==> config.mk <==
export PLATFORM = sky130hd
export DESIGN_NAME = mac_iterative_controller
export DESIGN_NICKNAME = d
export VERILOG_FILES = /design/src/rtl/mac_iterative_controller.sv
export SDC_FILE = /design/constraint.sdc
export NUM_CORES = 1
export LEC_CHECK = 0
export ABC_AREA = 1
export CORE_MARGIN = 2
export CORE_UTILIZATION = 60
export CTS_CLUSTER_DIAMETER = 200
export DETAILED_ROUTE_END_ITERATION = 10
export GPL_TIMING_DRIVEN = 0
export PLACE_DENSITY = 0.85
export SLEW_MARGIN = 10
export SYNTH_ARGS = -nofsm -noshare
export SYNTH_HDL_FRONTEND = slang
export SYNTH_SLANG_ARGS = --single-unit
==> constraint.sdc <==
create_clock -name clk -period 7.6 [get_ports clk]
set_clock_uncertainty 0.2 [all_clocks]
set_input_delay 2.28 -clock clk [delete_from_list [all_inputs] [get_ports clk]]
set_output_delay 2.28 -clock clk [all_outputs]
set_load 0.05 [all_outputs]
==> src/rtl/mac_iterative_controller.sv <==
`default_nettype none
// ============================================================================
// Module   : mac_iterative_controller
// Purpose  : Shift-and-add unsigned MAC retiring one partial-product row per
//            cycle, with a sticky-overflow accumulator and valid/ready I/O.
// Revision : 1.0 - initial release
// ============================================================================
module mac_iterative_controller #(
    parameter int WIDTH     = 8,
    parameter int ACC_WIDTH = 20
) (
    input  logic                   clk,
    input  logic                   rst,
    input  logic                   in_valid,
    output logic                   in_ready,
    input  logic [WIDTH-1:0]       a_in,
    input  logic [WIDTH-1:0]       x_in,
    input  logic                   clear_acc,
    output logic                   out_valid,
    input  logic                   out_ready,
    output logic [2*WIDTH-1:0]     product,
    output logic [ACC_WIDTH-1:0]   acc_out,
    output logic                   overflow,
    output logic                   busy
);

    localparam int PW    = 2 * WIDTH;
    localparam int CNT_W = (WIDTH > 1) ? $clog2(WIDTH) : 1;
    localparam logic [CNT_W-1:0] CNT_LAST = CNT_W'(WIDTH - 1);

    localparam logic [1:0] S_IDLE = 2'd0;
    localparam logic [1:0] S_MULT = 2'd1;
    localparam logic [1:0] S_ACC  = 2'd2;
    localparam logic [1:0] S_DONE = 2'd3;

    logic [1:0]           state_q,   state_d;
    logic [WIDTH-1:0]     a_q,       a_d;
    logic [WIDTH-1:0]     x_q,       x_d;
    logic [CNT_W-1:0]     cnt_q,     cnt_d;
    logic [PW-1:0]        partial_q, partial_d;
    logic [PW-1:0]        product_q, product_d;
    logic [ACC_WIDTH-1:0] acc_q,     acc_d;
    logic                 ovf_q,     ovf_d;

    logic [PW-1:0]        row;
    logic [ACC_WIDTH:0]   acc_sum;

    // Row for the current multiplier bit; full 2*WIDTH so the top row never truncates.
    assign row     = x_q[cnt_q] ? ({{WIDTH{1'b0}}, a_q} << cnt_q) : '0;
    assign acc_sum = {1'b0, acc_q} + {{(ACC_WIDTH + 1 - PW){1'b0}}, partial_q};

    // State register and datapath registers
    always_ff @(posedge clk or posedge rst) begin
        if (rst) begin
            state_q   <= S_IDLE;
            a_q       <= '0;
            x_q       <= '0;
            cnt_q     <= '0;
            partial_q <= '0;
            product_q <= '0;
            acc_q     <= '0;
            ovf_q     <= 1'b0;
        end else begin
            state_q   <= state_d;
            a_q       <= a_d;
            x_q       <= x_d;
            cnt_q     <= cnt_d;
            partial_q <= partial_d;
            product_q <= product_d;
            acc_q     <= acc_d;
            ovf_q     <= ovf_d;
        end
    end

    // Next-state logic
    always_comb begin
        state_d = state_q;
        case (state_q)
            S_IDLE:  if (in_valid)           state_d = S_MULT;
            S_MULT:  if (cnt_q == CNT_LAST)  state_d = S_ACC;
            S_ACC:                           state_d = S_DONE;
            S_DONE:  if (out_ready)          state_d = S_IDLE;
            default:                         state_d = S_IDLE;
        endcase
    end

    // Datapath next values
    always_comb begin
        a_d       = a_q;
        x_d       = x_q;
        cnt_d     = cnt_q;
        partial_d = partial_q;
        product_d = product_q;
        acc_d     = acc_q;
        ovf_d     = ovf_q;
        case (state_q)
            S_IDLE: begin
                // Clear is independent of the handshake, so a same-cycle op lands on zero.
                if (clear_acc) begin
                    acc_d = '0;
                    ovf_d = 1'b0;
                end
                if (in_valid) begin
                    a_d       = a_in;
                    x_d       = x_in;
                    cnt_d     = '0;
                    partial_d = '0;
                end
            end
            S_MULT: begin
                partial_d = partial_q + row;
                cnt_d     = cnt_q + 1'b1;
            end
            S_ACC: begin
                product_d = partial_q;
                acc_d     = acc_sum[ACC_WIDTH-1:0];
                if (acc_sum[ACC_WIDTH])
                    ovf_d = 1'b1;
            end
            default: ;
        endcase
    end

    // Outputs
    always_comb begin
        in_ready  = (state_q == S_IDLE) && !rst;
        busy      = (state_q != S_IDLE);
        out_valid = (state_q == S_DONE);
        product   = product_q;
        acc_out   = acc_q;
        overflow  = ovf_q;
    end

endmodule
`default_nettype wire

==> impl_results.md, run 1 <==
- Cell variety after synth: 40
- Sw Share: 0.508
- Worst hold path class: flip-flop to flip-flop
- WL met1: ~6 mm
- FFs w/ async S/R, synth: 1.00
- Clock Pin Slew Worst Setup and Hold Paths: roughly 0.08 ns
- Initial antenna violation count: 0
- Number of global-route vias before repair: ~4.7k
- Top Layer Used: met4
- Setup crit end kind: output pin
- Worst-Margin Slew: approximately 0.53 ns
- Max Slew Vio Count: 0
- Final period util: 0.809
- Antenna Cells: 0
- Max cap viols: 0
- Avg Cell Area, Syn: 6.92 um2
- Post-detail-place hpwl: about 11 mm
- Largest area contributor in the netlist: dfrtp_1
- Pre-CTS setup slack: ~1.4 ns
- Die X: just under 100 um
- Global-route usage over all layers: 0.290
- Main synth FF type: dfrtp_1
- Die ar.: 0.00938 mm2
- Bufs and invs on worst path: 2
- Combinational power share: 0.584
- Flops & latches, synth: 74
- Clk buf depth: 2
- Largest net degree at the start of global routing: 54
- Largest cells by area after synthesis: dfrtp_1 36%, nand2_1 20%, ha_1 9.0%, o21ai_0 5.6%, inv_1 5.5%
- FP Rows: 33
- Post-layout min period: about 6 ns
- Synthesis-to-finish area growth: 18.9%
- Crit-path slowest cell: clkdlybuf4s50_1
- Via/cell ratio: 5.54
- TritonCTS Buffers: 9
- Die Height: between 90 and 100 um
- Antenna-violating nets left: 0
- Gate Count Post-Synth: about 750
- Initial core utilization: 0.623
- Htree depth: 3
- P_sw: 1.18 mW
- RSZ-0062 raised after global routing: no
- Crit-path cells: clkdlybuf4s50_1 > nor2_1 > clkdlybuf4s50_1
- Pint: roughly 1.1 mW
- Drt wl/cell: 14.4 um
- GPL Wtd Cong: 0.922
- Post-synth EDFFs: 0
- Syn Nets: approximately 810
- Max_slew headroom: 0.644
- Cell mode on critical path: clkdlybuf4s50_1
- Leak: 3.24 nW
- CTS tree: built
- Synth Cell Area: 0.00517 mm2
- PD cells: ~380 mW/mm2
- Clock power frac: 0.147
- DRC Markers: 0
- Vias: ~5k
- CP top delay family: buffers and inverters
- CTS root buf: clkbuf_8
- Req. time, crit path: slightly above 5 ns
- CP startpoint kind: input pin
- Buffers on Ports: 60
- Synthesis Warnings: 0
- Share of the synthesized area in the top cell type: 0.358
- Final Worst Setup Slack: approximately 1.5 ns
- Net count, final: around 880
- Gr ovfl total: 0
- CTS resizes: 0
- Outcome: complete, no violations
- Crit-path max cell delay: about 0.80 ns
- Share of cells above drive strength 1: 0.0717
- Post-layout power: between 2 and 2.5 mW
- Worst-path fanout max: 2
- Clock sinks: 74
- 1st-pass router iterations: 5
- Core area: 0.00830 mm2
- Worst skew pair latency: 0.36 ns
- Final WL: around 13 mm
- Final Setup Violations: 0
- Flop pwr share: 0.269
- Sum Neg Setup Slack: 0 ns
- Postcts setup bufs: 0
- First-pass GRT wire length: between 20 and 25 mm
- Crit path DAT: 3.67 ns
- Worst VDD drop: approximately 320 uV
- # hold bufs at CTS: 0
- Final hold vios: 0
- Initial DRC count: 275
- Setup CP Type: input pin to output pin
- Met3 routed WL: about 830 um
- Sequential share of the synthesized area: 0.358
- Fmax: between 150 and 200 MHz
- # IOs: 61
- Met2 WL: around 6.2 mm
-- worst paths after layout --
path                              from  depth (start not counted)  slack, ns       endpoint
max                                rst                          3       1.45       in_ready
min                        product[10]                          2       0.27    product[10]
max reg2reg                   cnt_q[0]                         18       4.30  partial_q[10]
min reg2reg                product[10]                          2       0.27    product[10]
max in group asynchronous          rst                          3       4.58    acc_out[12]
min in group asynchronous          rst                          2       2.06    acc_out[19]
-- routing by layer --
metal | vias to the layer above | track usage
met1 | 2370 | 0.403
met3 | 23 | 0.0455
met4 | 0 | 0.0813
met5 | - | 0
met2 | 202 | 0.472
li1 | 2545 | -
-- through the flow --
stage               hold slack [ns]  area (um2)  cells   util
floorplan                     0.244        5170    747      -
global placement              0.254        5900    912  0.711
detailed placement            0.259        5930    913  0.715
CTS                           0.280        6150    928  0.741
global route                  0.298        6150    928  0.741
finish                        0.274        6150    928  0.741
-- registers in the layout, indices dropped and copies added, names as in the netlist --
| signal | flops |
|---|---|
| a_q | 8 |
| acc_out | 20 |
| cnt_q | 3 |
| overflow | 1 |
| partial_q | 16 |
| product | 16 |
| state_q | 2 |
| x_q | 8 |
-- synth_stat cells, types with 2 or more instances --
master,number
nand2_1,275
inv_1,76
dfrtp_1,74
nor2_1,61
o21ai_0,58
a21oi_1,38
ha_1,37
nand3_1,31
nor3_1,10
nor2_2,8
o21ai_1,7
inv_2,6
nand2_2,6
a21oi_2,5
nand4_1,5
buf_2,4
buf_6,4
nand3b_1,4
o22ai_1,4
and2_1,3
buf_4,3
clkbuf_1,3
o21bai_1,3
fa_1,2
mux2i_1,2
nand3_2,2
or2_1,2
xor2_1,2
-- worst min-delay path: stages (launching register included) --
cell	delay, ns
dfrtp_1	0.35
nand2_1	0.05
nand2_1	0.05
-- power groups by stage --
stage               logic [mW]  registers (mW)  clock network, mW
finish                    1.36           0.627              0.343
global placement          1.29           0.626                  0
CTS                       1.35           0.626              0.347
global route              1.50           0.642              0.363
detailed placement        1.34           0.632                  0
floorplan                0.805           0.778                  0
-- layout make-up --
cell class	instances	area, um2
tap	105	131
buffer	15	103
sequential	74	1850
clock buffer	9	124
inverter	83	314
fill	669	2150
clock inverter	6	90.1
timing repair buffer	61	628
multi-input combinational	575	2900
-- logic make-up after synthesis --
group                    after synthesis  share of synthesized area
AND/OR/NAND/NOR                      409                      0.326
AO/OA/AOI/OAI                        123                      0.132
XOR/XNOR                               2                    0.00339
flip-flops                            74                      0.358
buffers and inverters                 98                     0.0801
adder cells (fa/ha/maj)               39                     0.0973
multiplexers                           2                    0.00387
-- cells in the final DEF (no fill, tap or decap), types with 10 or more instances in the layout --
master,n
a21oi_1,38
nor3_1,10
dfrtp_1,74
inv_1,75
ha_1,37
o21ai_0,58
nand3_1,31
clkdlybuf4s50_1,60
nor2_1,61
nand2_1,275
Note: power is estimated with default switching activity, not from simulation.
==> run 2, diff against run 1 <==
Settings changed: CORE_UTILIZATION 60 to 57, PLACE_DENSITY 0.85 to 0.81.
Clock period 7.6 ns to 6.3 ns, I/O delays scaled along.
==> impl_results.md, run 2 (synthesis results as in run 1) <==
- Max cap viols: 0 (unchanged)
- Most common cell after layout, fill and taps aside: nand2_1 (unchanged)
- Reg2reg start: cnt_q[0] (unchanged)
- Largest net degree at the start of global routing: 56 (was 54)
- Number of global-route vias before repair: 4,655 (was 4,726)
- Fmax: ~190 MHz
- Initial core utilization: 0.590 (was 0.623)
- Final Setup Violations: 0 (unchanged)
- Worst skew pair latency: 0.36 ns (about the same)
- Vias: 5,031 (was 5,140)
- Antenna Cells: 0 (unchanged)
- Max reg flops: 20 (unchanged)
- CTS tree: built (unchanged)
- Setup crit end kind: output pin (unchanged)
- Req. time, crit path: 4.21 ns (was 5.12 ns)
- # IOs: 61 (unchanged)
- Gr ovfl total: 0 (unchanged)
- DRC Markers: 0 (unchanged)
- Synthesis-to-finish area growth: 18.2% (was 18.9%)
- Most frequent cells in the layout: 275 x nand2_1, 75 x inv_1, 74 x dfrtp_1, 61 x nor2_1, 60 x clkdlybuf4s50_1 (unchanged)
- Sum Neg Setup Slack: 0 ns (unchanged)
- Worst-Margin Slew: 0.507 ns (was 0.533 ns)
- Bufs and invs on worst path: 2 (unchanged)
- CTS root buf: clkbuf_8 (unchanged)
- Worst-path fanout max: 2 (unchanged)
- Critical Path Stages: 3 (unchanged)
- TritonCTS Buffers: 9 (unchanged)
- RSZ-0062 raised after global routing: no (unchanged)
- Clk buf depth: 2 (unchanged)
- Final hold vios: 0 (unchanged)
- Initial antenna violation count: 0 (unchanged)
- Share of cells above drive strength 1: 0.0728 (was 0.0717)
- Via/cell ratio: 5.40 (was 5.54)
- Max Slew Vio Count: 0 (unchanged)
- Setup CP Type: input pin to output pin (unchanged)
- Drt wl/cell: 14.2 um (was 14.4 um)
- Net count, final: 879 (unchanged)
- R2r setup slk: 3.03 ns (was 4.30 ns)
- # hold bufs at CTS: 0 (unchanged)
- Clock sinks: 74 (unchanged)
- Critical R2R Capture: partial_q[10] (unchanged)
- Cells on worst reg2reg path: 18 (unchanged)
- Die X: 99.2 um (was 96.8 um)
- Clock Pin Slew Worst Setup and Hold Paths: 0.08 ns (about the same)
- Final WL: 13.2 mm (was 13.4 mm)
- Antenna-violating nets left: 0 (unchanged)
- GPL Wtd Cong: 0.945 (was 0.922)
- 1st-pass router iterations: 5 (unchanged)
- Max_slew headroom: 0.661 (was 0.644)
- Crit-path cells: clkdlybuf4s50_1 > nor2_1 > clkdlybuf4s50_1 (unchanged)
- Worst VDD drop: 372 uV (was 316 uV)
- Post-layout power: 2.73 mW (was 2.33 mW)
- First-pass GRT wire length: 21.9 mm (was 22.3 mm)
- Fillcell total: 793 (was 669)
- Postcts setup bufs: 0 (unchanged)
- FP Rows: 34 (was 33)
- Final period util: 0.858
- Post-layout min period: about 5.4 ns
- Post-detail-place hpwl: 10.4 mm (was 10.5 mm)
- Worst hold path class: flip-flop to flip-flop (unchanged)
- Crit-path max cell delay: 0.81 ns (was 0.80 ns)
- Core area: 0.00876 mm2 (was 0.00830 mm2)
- Buffers on Ports: 60 (unchanged)
- CP top delay family: buffers and inverters (unchanged)
- Initial DRC count: 287 (was 275)
- PD cells: 447 mW/mm2 (was 379 mW/mm2)
- Leak: 3.22 nW (was 3.24 nW)
- Die ar.: 0.00985 mm2 (was 0.00938 mm2)
- CTS resizes: 0 (unchanged)
- Outcome: complete, no violations (unchanged)
- CP startpoint kind: input pin (unchanged)
- Worst setup endpoint: in_ready (unchanged)
- Setup crit start: rst (unchanged)
- Min Hold Slack: 0.271 ns (was 0.274 ns)
- Htree depth: 3 (unchanged)
- Die Height: 99.2 um (was 96.8 um)
- Cell mode on critical path: clkdlybuf4s50_1 (unchanged)
- Global-route usage over all layers: 0.277 (was 0.290)
- Crit path DAT: 3.31 ns (was 3.67 ns)
- Crit-path slowest cell: clkdlybuf4s50_1 (unchanged)
[run 2: cell count changes in the layout (fill, tap and decap cells not counted), sizes merged]
cell,delta
bufinv,-2
inv,+2
clkinvlp,+1
[run 2: worst min path at each step]
stage	startpoint	cells past startpoint	end	slack (ns)
floorplan	x_q[0]	2	x_q[0]	0.24
global placement	product[15]	2	product[15]	0.25
detailed placement	product[9]	2	product[9]	0.26
CTS	product[9]	2	product[9]	0.28
global route	product[10]	2	product[10]	0.31
finish	product[9]	2	product[9]	0.27
[run 2: report_power, final]
group / internal, mW / switching (mW)
logic: 0.527 / 1.10
registers: 0.633 / 0.124
clock network: 0.146 / 0.200
total: 1.31 / 1.42
[run 2: metrics by stage]
stage                     setup slack, ns   util  area (um2)  instances
after floorplan                      1.67      -        5170        747
after global placement              0.997  0.674        5910        915
after detailed placement            0.900  0.677        5940        916
after CTS                           0.882  0.697        6110        932
after global routing                0.867  0.697        6110        932
final                               0.895  0.697        6110        932
[run 2: cell type report]
| class | instances | area [um2] | share of cell area |
|---|---|---|---|
| multi-input cells | 575 | 2900 | 0.475 |
| flip-flops and latches | 74 | 1850 | 0.303 |
| plain buffers | 15 | 103 | 0.0168 |
| clock inverters | 7 | 51.3 | 0.00839 |
| clock buffers | 9 | 124 | 0.0203 |
| repair buffers | 61 | 628 | 0.103 |
| inverters | 83 | 314 | 0.0514 |
| well taps | 108 | 135 | 0.0221 |
[run 2: layer usage]
| layer | vias to the layer above | routed length (um) | GRT usage |
|---|---|---|---|
| met5 | - | 0 | 0 |
| met3 | 20 | 880 | 0.0534 |
| met2 | 155 | 5950 | 0.425 |
| met4 | 0 | 285 | 0.0864 |
| li1 | 2547 | - | - |
| met1 | 2309 | 6130 | 0.398 |
[run 2: worst reg2reg max path: stages (launching register included)]
cell and delay [ns]:
dfrtp_1 0.41, buf_4 0.18, inv_2 0.12, nor2_1 0.05, o21ai_0 0.19, nand2_1 0.19, nor3_1 0.26, ha_1 0.22
inv_1 0.05, fa_1 0.40, inv_1 0.07, nand3_1 0.06, nand2_1 0.17, nand2_1 0.09, nand2_2 0.12, a21oi_2 0.07
or2_1 0.21, nand3_1 0.07, nand2_1 0.05
==> run 3, diff against run 2 <==
Settings changed: CELL_PAD_IN_SITES_DETAIL_PLACEMENT from default to 1, CELL_PAD_IN_SITES_GLOBAL_PLACEMENT from default to 1, CORE_UTILIZATION 57 to 41, CTS_BUF_LIST from default to sky130_fd_sc_hd__clkbuf_16, GPL_ROUTABILITY_DRIVEN from default to 0, PLACE_DENSITY 0.81 to default, PLACE_DENSITY_LB_ADDON from default to 0.1.
==> impl_results.md, run 3 (synthesis results as in run 1) <==
- Initial core utilization: 0.415 (was 0.590)
- Sum Neg Setup Slack: 0 ns (unchanged)
- Final instance area: 0.00632 mm2 (was 0.00611 mm2)
- CTS resizes: 0 (unchanged)
- Max cap viols: 0 (unchanged)
- Non-Filler Instances: 996 (was 932)
- Synthesis-to-finish area growth: 22.3% (was 18.2%)
- Initial antenna violation count: 0 (unchanged)
- Antenna-violating nets left: 0 (unchanged)
- Postcts setup bufs: 0 (unchanged)
- Gr ovfl total: 0 (unchanged)
- Largest net degree at the start of global routing: 53 (was 56)
- Worst skew pair latency: 0.35 ns (was 0.36 ns)
- P_sw: 1.50 mW (was 1.42 mW)
- Final Worst Setup Slack: 0.928 ns (was 0.895 ns)
- 1st-pass router iterations: 4 (was 5)
- Min-Delay Path Depth: 2 (unchanged)
- Crit-path slowest cell: clkdlybuf4s50_1 (unchanged)
- Pre-CTS setup slack: 0.930 ns (was 0.900 ns)
- Vias: 5,112 (was 5,031)
- Max reg flops: 20 (unchanged)
- Max Slew Vio Count: 0 (unchanged)
- Net count, final: 879 (unchanged)
- Cells on worst reg2reg path: 18 (unchanged)
- Via/cell ratio: 5.13 (was 5.40)
- Die ar.: 0.0135 mm2 (was 0.00985 mm2)
- Sw Share: 0.498 (was 0.522)
- CP startpoint kind: input pin (unchanged)
- Core area: 0.0125 mm2 (was 0.00876 mm2)
- Placed insts: 980 (was 916)
- Buffers on Ports: 60 (unchanged)
- Dpl cell area: 0.00602 mm2 (was 0.00594 mm2)
- Final Setup Violations: 0 (unchanged)
- Cell mode on critical path: clkdlybuf4s50_1 (unchanged)
- First-pass GRT wire length: 26.9 mm (was 21.9 mm)
- Flop pwr share: 0.254 (was 0.278)
- Crit-path cells: clkdlybuf4s50_1 > nor2_1 > clkdlybuf4s50_1 (unchanged)
- Die X: 116 um (was 99.2 um)
- Worst hold path class: flip-flop to flip-flop (unchanged)
- FF+latch area: 0.00185 mm2 (unchanged)
- Clock Pin Slew Worst Setup and Hold Paths: 0.06 ns (was 0.08 ns)
- Outcome: complete, no violations (unchanged)
- Initial DRC count: 254 (was 287)
- FP Rows: 41 (was 34)
- Worst VDD drop: 262 uV (was 372 uV)
- Max_slew headroom: 0.666 (was 0.661)
- RSZ-0062 raised after global routing: no (unchanged)
- TritonCTS Buffers: 9 (unchanged)
- Fillcell total: 1,652 (was 793)
- Global-route usage over all layers: 0.256 (was 0.277)
- Htree depth: 3 (unchanged)
- Pint: 1.51 mW (was 1.31 mW)
- Clk buf depth: 2 (unchanged)
- Multi-input gate area: 0.00290 mm2 (unchanged)
- Setup crit end kind: output pin (unchanged)
- Most common cell after layout, fill and taps aside: nand2_1 (unchanged)
- CTS tree: built (unchanged)
- Clock sinks: 74 (unchanged)
- Worst-Margin Slew: 0.499 ns (was 0.507 ns)
- Clock power frac: 0.185 (was 0.127)
- Worst-path fanout max: 2 (unchanged)
- Number of global-route vias before repair: 5,315 (was 4,655)
- Crit path DAT: 3.28 ns (was 3.31 ns)
- Final WL: 16.1 mm (was 13.2 mm)
- DRC Markers: 0 (unchanged)
- # IOs: 61 (unchanged)
- Drt wl/cell: 16.2 um (was 14.2 um)
- Crit-path max cell delay: 0.81 ns (about the same)
- # hold bufs at CTS: 0 (unchanged)
- PD cells: 474 mW/mm2 (was 447 mW/mm2)
- Post-layout min period: 5.37 ns (was 5.40 ns)
- Setup CP Type: input pin to output pin (unchanged)
- Antenna Cells: 0 (unchanged)
- Share of cells above drive strength 1: 0.0680 (was 0.0728)
- Final period util: 0.853 (was 0.858)
- Fmax: 186 MHz (was 185 MHz)
- Post-detail-place hpwl: 12.4 mm (was 10.4 mm)
- Req. time, crit path: 4.21 ns (about the same)
- Most frequent cells in the layout: 275 x nand2_1, 75 x inv_1, 74 x dfrtp_1, 61 x nor2_1, 60 x clkdlybuf4s50_1 (unchanged)
- Leak: 3.29 nW (was 3.22 nW)
- Final hold vios: 0 (unchanged)
- Die Height: 116 um (was 99.2 um)
- CTS root buf: clkbuf_16 (was clkbuf_8)
- Combinational power share: 0.561 (was 0.596)
==> run 3: cell types whose count changed in the layout (fill, tap and decap cells not counted) <==
cell	before	now
clkbuf_8	9	0
clkinvlp_4	2	0
clkinv_2	2	0
clkinv_4	0	1
clkbuf_16	0	9
inv_6	3	0
clkinv_1	1	5
bufinv_16	0	2
==> run 3: final cells by class <==
class | instances | area share
multi-input combinational | 575 | 0.459
sequential | 74 | 0.293
clock inverter | 7 | 0.0133
timing repair buffer | 61 | 0.0993
tap | 172 | 0.0340
clock buffer | 9 | 0.0356
buffer | 15 | 0.0162
inverter | 83 | 0.0497
==> run 3: critical path, delay by kind of cell <==
kind | cells | cell delay, ns
simple gates | 1 | 0.12
buf+inv | 2 | 1.27
==> run 3: final timing paths <==
path                                 start  slack (ns)             to
worst max register to register    cnt_q[0]        2.95  partial_q[10]
max in group asynchronous              rst        3.63  partial_q[10]
worst max-delay path                   rst        0.93       in_ready
worst min register to register  product[8]        0.27     product[8]
worst min-delay path            product[8]        0.27     product[8]
min in group asynchronous              rst        1.69     state_q[1]
==> run 3: stage by stage <==
step / utilization / power, mW / hold slack [ns]
3_3_place_gp: 0.480 / 2.36 / 0.253
3_5_place_dp: 0.483 / 2.44 / 0.257
4_1_cts: 0.507 / 3.02 / 0.272
2_1_floorplan: - / 1.91 / 0.244
5_1_grt: 0.507 / 3.25 / 0.287
6_report: 0.507 / 3.00 / 0.266
==> run 3: metal layers <==
| metal | vias up | share of wire | track usage |
|---|---|---|---|
| li1 | 2542 | - | - |
| met1 | 2460 | 0.47 | 0.338 |
| met2 | 84 | 0.48 | 0.432 |
| met3 | 26 | 0.034 | 0.0353 |
| met4 | 0 | 0.019 | 0.0873 |
| met5 | - | 0 | 0 |
==> run 3: power by group through the flow <==
| stage | registers, mW | logic, mW | clock network [mW] |
|---|---|---|---|
| final | 0.762 | 1.68 | 0.554 |
| after global routing | 0.782 | 1.89 | 0.581 |
| after CTS | 0.763 | 1.69 | 0.562 |
| after detailed placement | 0.768 | 1.67 | 0 |
| after global placement | 0.761 | 1.60 | 0 |
| after floorplan | 0.939 | 0.971 | 0 |
